$ cat src/rtl/fp_op_dispatch_if.sv
// fp_op_dispatch_if: opcode FIFO read port plus
// FP datapath start/done control bundle.
interface fp_op_dispatch_if;
  logic       fifo_empty;
  logic [2:0] opcode_in;
  logic       read;
  logic       fpu_start;
  logic [2:0] fpu_op;
  logic       fpu_done;

  modport master (
    input  fifo_empty,
    input  opcode_in,
    input  fpu_done,
    output read,
    output fpu_start,
    output fpu_op
  );

  modport slave (
    output fifo_empty,
    output opcode_in,
    output fpu_done,
    input  read,
    input  fpu_start,
    input  fpu_op
  );
endinterface

$ cat src/rtl/fp_op_dispatch.sv
// fp_op_dispatch: pops opcodes from the FIFO, decodes
// them and issues one at a time to the FP datapath.
module fp_op_dispatch #(
  parameter int RD_LAT  = 1,
  parameter int TIMEOUT = 64,
  parameter int CNT_W   = 8
) (
  input  logic             clk,
  input  logic             n_rst,
  fp_op_dispatch_if.master bus,
  output logic             busy,
  output logic [CNT_W-1:0] op_count,
  output logic             illegal_err,
  output logic             timeout_err,
  input  logic             err_clear
);
  localparam int LW = $clog2(RD_LAT + 1);
  localparam int TW = $clog2(TIMEOUT + 1);

  typedef enum logic [2:0] {
    S_IDLE,
    S_POP,
    S_WAIT,
    S_ISSUE,
    S_BUSY,
    S_RETIRE
  } state_t;

  state_t           state_q, state_d;
  logic [LW-1:0]    lat_q, lat_d;
  logic [TW-1:0]    tmr_q, tmr_d;
  logic [2:0]       op_q, op_d;
  logic [CNT_W-1:0] cnt_q, cnt_d;
  logic             ill_q, ill_d;
  logic             to_q, to_d;
  logic             read_q, read_d;
  logic             start_q, start_d;
  logic             busy_q, busy_d;
  logic             ill_set, to_set;

  // Next state, counters and registered strobes
  always_comb begin
    state_d = state_q;
    lat_d   = lat_q;
    tmr_d   = tmr_q;
    op_d    = op_q;
    cnt_d   = cnt_q;
    ill_set = 1'b0;
    to_set  = 1'b0;
    case (state_q)
      S_IDLE: begin
        if (!bus.fifo_empty) state_d = S_POP;
      end
      S_POP: begin
        lat_d   = '0;
        state_d = S_WAIT;
      end
      S_WAIT: begin
        if (lat_q == LW'(RD_LAT - 1)) begin
          if (bus.opcode_in == 3'd0) begin
            state_d = S_RETIRE;
          end else if (bus.opcode_in >= 3'd6) begin
            ill_set = 1'b1;
            state_d = S_RETIRE;
          end else begin
            op_d    = bus.opcode_in;
            state_d = S_ISSUE;
          end
        end else begin
          lat_d = lat_q + 1'b1;
        end
      end
      S_ISSUE: begin
        tmr_d   = '0;
        state_d = S_BUSY;
      end
      S_BUSY: begin
        if (bus.fpu_done) begin
          state_d = S_RETIRE;
        end else if (tmr_q == TW'(TIMEOUT - 1)) begin
          to_set  = 1'b1;
          state_d = S_IDLE;
        end else begin
          tmr_d = tmr_q + 1'b1;
        end
      end
      S_RETIRE: begin
        cnt_d   = cnt_q + 1'b1;
        state_d = S_IDLE;
      end
      default: state_d = S_IDLE;
    endcase
    // a new error on the clearing edge still sticks
    ill_d   = ill_set | (ill_q & ~err_clear);
    to_d    = to_set | (to_q & ~err_clear);
    read_d  = (state_d == S_POP);
    start_d = (state_d == S_ISSUE);
    busy_d  = (state_d != S_IDLE);
  end

  // State and output registers
  always_ff @(posedge clk or negedge n_rst) begin
    if (!n_rst) begin
      state_q <= S_IDLE;
      lat_q   <= '0;
      tmr_q   <= '0;
      op_q    <= '0;
      cnt_q   <= '0;
      ill_q   <= 1'b0;
      to_q    <= 1'b0;
      read_q  <= 1'b0;
      start_q <= 1'b0;
      busy_q  <= 1'b0;
    end else begin
      state_q <= state_d;
      lat_q   <= lat_d;
      tmr_q   <= tmr_d;
      op_q    <= op_d;
      cnt_q   <= cnt_d;
      ill_q   <= ill_d;
      to_q    <= to_d;
      read_q  <= read_d;
      start_q <= start_d;
      busy_q  <= busy_d;
    end
  end

  assign bus.read      = read_q;
  assign bus.fpu_start = start_q;
  assign bus.fpu_op    = op_q;
  assign busy          = busy_q;
  assign op_count      = cnt_q;
  assign illegal_err   = ill_q;
  assign timeout_err   = to_q;
endmodule

$ cat src/flat_wrapper.sv
// flat-port wrapper written by rule: the top's interface ports become plain ports
module fp_op_dispatch_flat 
#(
  parameter int RD_LAT  = 1,
  parameter int TIMEOUT = 64,
  parameter int CNT_W   = 8
)
  (clk, n_rst, busy, op_count, illegal_err, timeout_err, err_clear, bus_fifo_empty, bus_opcode_in, bus_fpu_done, bus_read, bus_fpu_start, bus_fpu_op);
  fp_op_dispatch_if bus_i ();
  input  logic clk;
  input  logic n_rst;
  output logic busy;
  output logic [CNT_W-1:0] op_count;
  output logic illegal_err;
  output logic timeout_err;
  input  logic err_clear;
  input wire logic [$bits(bus_i.fifo_empty)-1:0] bus_fifo_empty;
  input wire logic [$bits(bus_i.opcode_in)-1:0] bus_opcode_in;
  input wire logic [$bits(bus_i.fpu_done)-1:0] bus_fpu_done;
  output wire logic [$bits(bus_i.read)-1:0] bus_read;
  output wire logic [$bits(bus_i.fpu_start)-1:0] bus_fpu_start;
  output wire logic [$bits(bus_i.fpu_op)-1:0] bus_fpu_op;
  assign bus_i.fifo_empty = bus_fifo_empty;
  assign bus_i.opcode_in = bus_opcode_in;
  assign bus_i.fpu_done = bus_fpu_done;
  assign bus_read = bus_i.read;
  assign bus_fpu_start = bus_i.fpu_start;
  assign bus_fpu_op = bus_i.fpu_op;
  fp_op_dispatch #(.RD_LAT(RD_LAT), .TIMEOUT(TIMEOUT), .CNT_W(CNT_W)) u_core (.clk(clk), .n_rst(n_rst), .bus(bus_i), .busy(busy), .op_count(op_count), .illegal_err(illegal_err), .timeout_err(timeout_err), .err_clear(err_clear));
endmodule
$ cat config.mk
export PLATFORM = sky130hd
export DESIGN_NAME = fp_op_dispatch_flat
export DESIGN_NICKNAME = d
export VERILOG_FILES = /design/src/rtl/fp_op_dispatch_if.sv /design/src/rtl/fp_op_dispatch.sv /design/src/flat_wrapper.sv
export SDC_FILE = /design/constraint.sdc
export NUM_CORES = 1
export LEC_CHECK = 0
export BUFFER_PORTS_ARGS = -buffer_cell sky130_fd_sc_hd__buf_4
export CORE_ASPECT_RATIO = 1.4
export CORE_MARGIN = 1
export CORE_UTILIZATION = 48
export CTS_CLUSTER_DIAMETER = 80
export CTS_CLUSTER_SIZE = 10
export DETAILED_ROUTE_END_ITERATION = 6
export PLACE_DENSITY = 0.74
export SETUP_SLACK_MARGIN = 0.1
export SYNTH_ARGS = -nofsm -noshare
export SYNTH_HDL_FRONTEND = slang
export SYNTH_SLANG_ARGS = --single-unit
$ cat constraint.sdc
create_clock -name clk -period 1.5 [get_ports clk]
set_input_delay 0 -clock clk [delete_from_list [all_inputs] [get_ports clk]]
set_output_delay 0 -clock clk [all_outputs]
set_load 0.05 [all_outputs]
==> flow_metrics.env <==
export IMPL_status="complete, but fails checks"
export IMPL_failed_checks="design-rule violations, negative setup slack"
export IMPL_antenna_found_initial=0
export IMPL_routedWlPerCell_um=14.5
export IMPL_htreeDepth=1
export IMPL_irDropWorstVdd_mv=1.14
export IMPL_powerDensity_nw_per_um2=1620
export IMPL_path_delay_family="simple AND/OR/NAND/NOR gates"
export IMPL_switching_share=0.431
export IMPL_ys_seq_area_frac=0.542
export IMPL_worst_hold_path_num_cells=3
export IMPL_yosys_warnings=0
export IMPL_synth_area_top_cells="dfrtp_1, xnor2_1, mux2_2"
export IMPL_cts_tree="built"
export IMPL_vias_per_cell=5.19
export IMPL_root_buffer="clkbuf_4"
export IMPL_power_frac_clock=0.109
export IMPL_syn_nets=117
export IMPL_routed_wl_um=2770
export IMPL_numCtsBuffers=3
export IMPL_async_reset_ff_frac=1.00
export IMPL_rsz0062_at_grt="true"
export IMPL_syn_cell_area_sq_um=1200
export IMPL_leakagePower_nw=0.823
export IMPL_yosysMostFrequentCell="dfrtp_1"
export IMPL_synth_edff_count=0
export IMPL_fin_ws_ns=-0.0543
export IMPL_die_area_sq_um=2710
export IMPL_synth_area_per_cell_sq_um=11.2
export IMPL_io_pins=24
export IMPL_cts_sinks=26
export IMPL_clk_path_buf_depth=2
export IMPL_crit_type="reg2reg"
export IMPL_syn_inst=107
export IMPL_fmax_mhz=643
export IMPL_grt_pass1_wl_um=4280
export IMPL_finalClockSkew_ns=0.00615
export IMPL_insertion_delay_ns=0.32
export IMPL_path_buf_inv=1
export IMPL_clkTransAtPathRegs_ns=0.13
export IMPL_rows=21
export IMPL_maxCapViolations=0
export IMPL_synthTopCellsByCount="dfrtp_1, nand2_1, nand3_1, xnor2_1, inv_1"
export IMPL_dr_pass1_iters=6
export IMPL_worstPathMaxFanout=2
export IMPL_core_area_sq_um=2390
export IMPL_die_y_um=61.2
export IMPL_ant_nets=0
export IMPL_grt_ovfl_total=0
export IMPL_gp_congestion=0.760
export IMPL_initial_core_util=0.502
export IMPL_n_antenna_cell=0
export IMPL_post_place_ws_ns=-0.0194
export IMPL_placed_cells=174
export IMPL_end_kind="flip-flop"
export IMPL_synth_ff_type="dfrtp_1"
export IMPL_track_usage=0.217
export IMPL_hp_class="in2reg"
export IMPL_path_cells="ha_2 > and3b_2 > buf_4 > nor4_4 > xnor2_1 > nor2_1"
export IMPL_reg2reg_depth=6
export IMPL_syn_to_final_growth_pct=44.1
export IMPL_worst_pin_slew_ns=0.329
export IMPL_p_int_mw=1.59
export IMPL_drv_slew=0
export IMPL_cp_required_ns=1.72
export IMPL_layout_nets=168
export IMPL_vias=991
export IMPL_final_cells=191
export IMPL_min_period_ns=1.55
export IMPL_final_hold_violation_count=0
export IMPL_worst_path_stages=6
export IMPL_critical_path_slowest_cell="dfrtp_1"
export IMPL_post_synth_top_area_cell="dfrtp_1"
export IMPL_dpl_hpwl_um=1930
export IMPL_grt_pass1_vias=1026
export IMPL_drtIter0Drc=32
export IMPL_power_frac_seq=0.378
export IMPL_final_setup_viol_count=2
export IMPL_drc=5
export IMPL_portBuffers=23
export IMPL_drive_gt1_frac=0.439
export IMPL_synth_top_area_share=0.542
export IMPL_relSlewSlack=0.779
export IMPL_pwr_share_comb=0.513
export IMPL_power_switching_mw=1.20
export IMPL_grt_max_degree=27
export IMPL_die_w_um=44.3
export IMPL_cp_slowest_stage_delay_ns=0.42
export IMPL_fillCellCount=176
export IMPL_ys_ff_latch=26
export IMPL_ys_types=38
export IMPL_critPathArrivalTime_ns=1.78
export IMPL_critPathLaunchType="flip-flop"
export IMPL_fin_crit_sh=1.04
[tightest hold or removal path: cells and delay by family]
kind / cells / cell delay [ns]
compound gates: 2 / 0.22
buf+inv: 1 / 0.12
[logic make-up (layout without fill, tap and decap cells)]
| kind of cell | Yosys count | in the layout | share of synthesized area |
|---|---|---|---|
| XOR/XNOR | 8 | 8 | 0.0584 |
| AND/OR/NAND/NOR | 41 | 41 | 0.205 |
| flip-flops | 26 | 26 | 0.542 |
| AO/OA/AOI/OAI | 16 | 16 | 0.0928 |
| multiplexers | 5 | 5 | 0.0459 |
| buffers and inverters | 9 | 59 | 0.0344 |
| adder cells (fa/ha/maj) | 2 | 2 | 0.0209 |
[worst paths after layout]
path | start | slack [ns] | to
worst max-delay path | u_core.tmr_q[1] | -0.05 | u_core.tmr_q[5]
worst min-delay path | bus_fpu_done | 0.05 | u_core.state_q[2]
worst max register to register | u_core.tmr_q[1] | -0.05 | u_core.tmr_q[5]
worst min register to register | u_core.op_count[2] | 0.50 | u_core.op_count[2]
max in group asynchronous | n_rst | 1.13 | u_core.state_q[1]
min in group asynchronous | n_rst | 0.10 | u_core.op_count[7]
[power groups by stage]
stage / clock, mW / combinational, mW / sequential (mW)
2_1_floorplan: 0 / 0.471 / 1.46
3_3_place_gp: 0 / 1.28 / 1.04
3_5_place_dp: 0 / 1.31 / 1.06
4_1_cts: 0.318 / 1.38 / 1.05
5_1_grt: 0.339 / 1.53 / 1.08
6_report: 0.305 / 1.43 / 1.06
[registers in the layout, summed over array words and instances (netlist names)]
| name | cells |
|---|---|
| u_core.bus.read | 1 |
| u_core.op_count | 8 |
| u_core.timeout_err | 1 |
| u_core.bus.fpu_op | 3 |
| u_core.illegal_err | 1 |
| u_core.busy | 1 |
| u_core.bus.fpu_start | 1 |
| u_core.tmr_q | 7 |
| u_core.state_q | 3 |
[layer usage]
layer	track usage	share of wire	routed length (um)
met2	0.399	0.56	1540
met5	0	0	0
met1	0.232	0.38	1050
met4	0.134	0.034	95
met3	0.0293	0.029	79
[through the flow]
stage | total power, mW | TNS, ns | util | cell area, sq um | hold WS, ns
finish | 2.80 | -0.0911 | 0.723 | 1730 | 0.0504
CTS | 2.75 | -0.0440 | 0.696 | 1660 | 0.0179
global placement | 2.32 | 0 | 0.637 | 1520 | -0.0787
detailed placement | 2.37 | -0.0314 | 0.637 | 1520 | -0.0741
global route | 2.95 | -0.216 | 0.723 | 1730 | 0.0583
floorplan | 1.93 | -0.0728 | - | 1230 | -0.296
[final cells by class]
class / count / area (sq um) / area share
clock buffers: 4 / 26.3 / 0.0152
inverters: 6 / 22.5 / 0.0130
multi-input cells: 72 / 582 / 0.336
flip-flops and latches: 26 / 654 / 0.378
well taps: 34 / 42.5 / 0.0246
repair buffers: 49 / 402 / 0.232
[cell usage in the layout, fill, tap and decap left out, types with 3 or more instances in the layout]
master / synthesis / final
buf_4: 0 / 38
dfrtp_1: 26 / 23
nand2_1: 9 / 7
inv_1: 6 / 6
xnor2_1: 7 / 6
dlygate4sd3_1: 0 / 6
nand3_1: 7 / 5
buf_6: 1 / 5
nor2_1: 5 / 4
mux2_2: 4 / 4
clkbuf_4: 0 / 3
dfrtp_2: 0 / 3
[repair_timing]
action | CTS | global route
hold buffers | 6 | 0
gates cloned | 0 | 0
setup endpoints to repair | 12 | 11
pin swaps | 7 | 4
gates resized for setup | 9 | 9
setup buffers | 3 | 4
endpoints found under the hold margin | 32 | 0
Note: power is estimated with default switching activity, not from simulation.
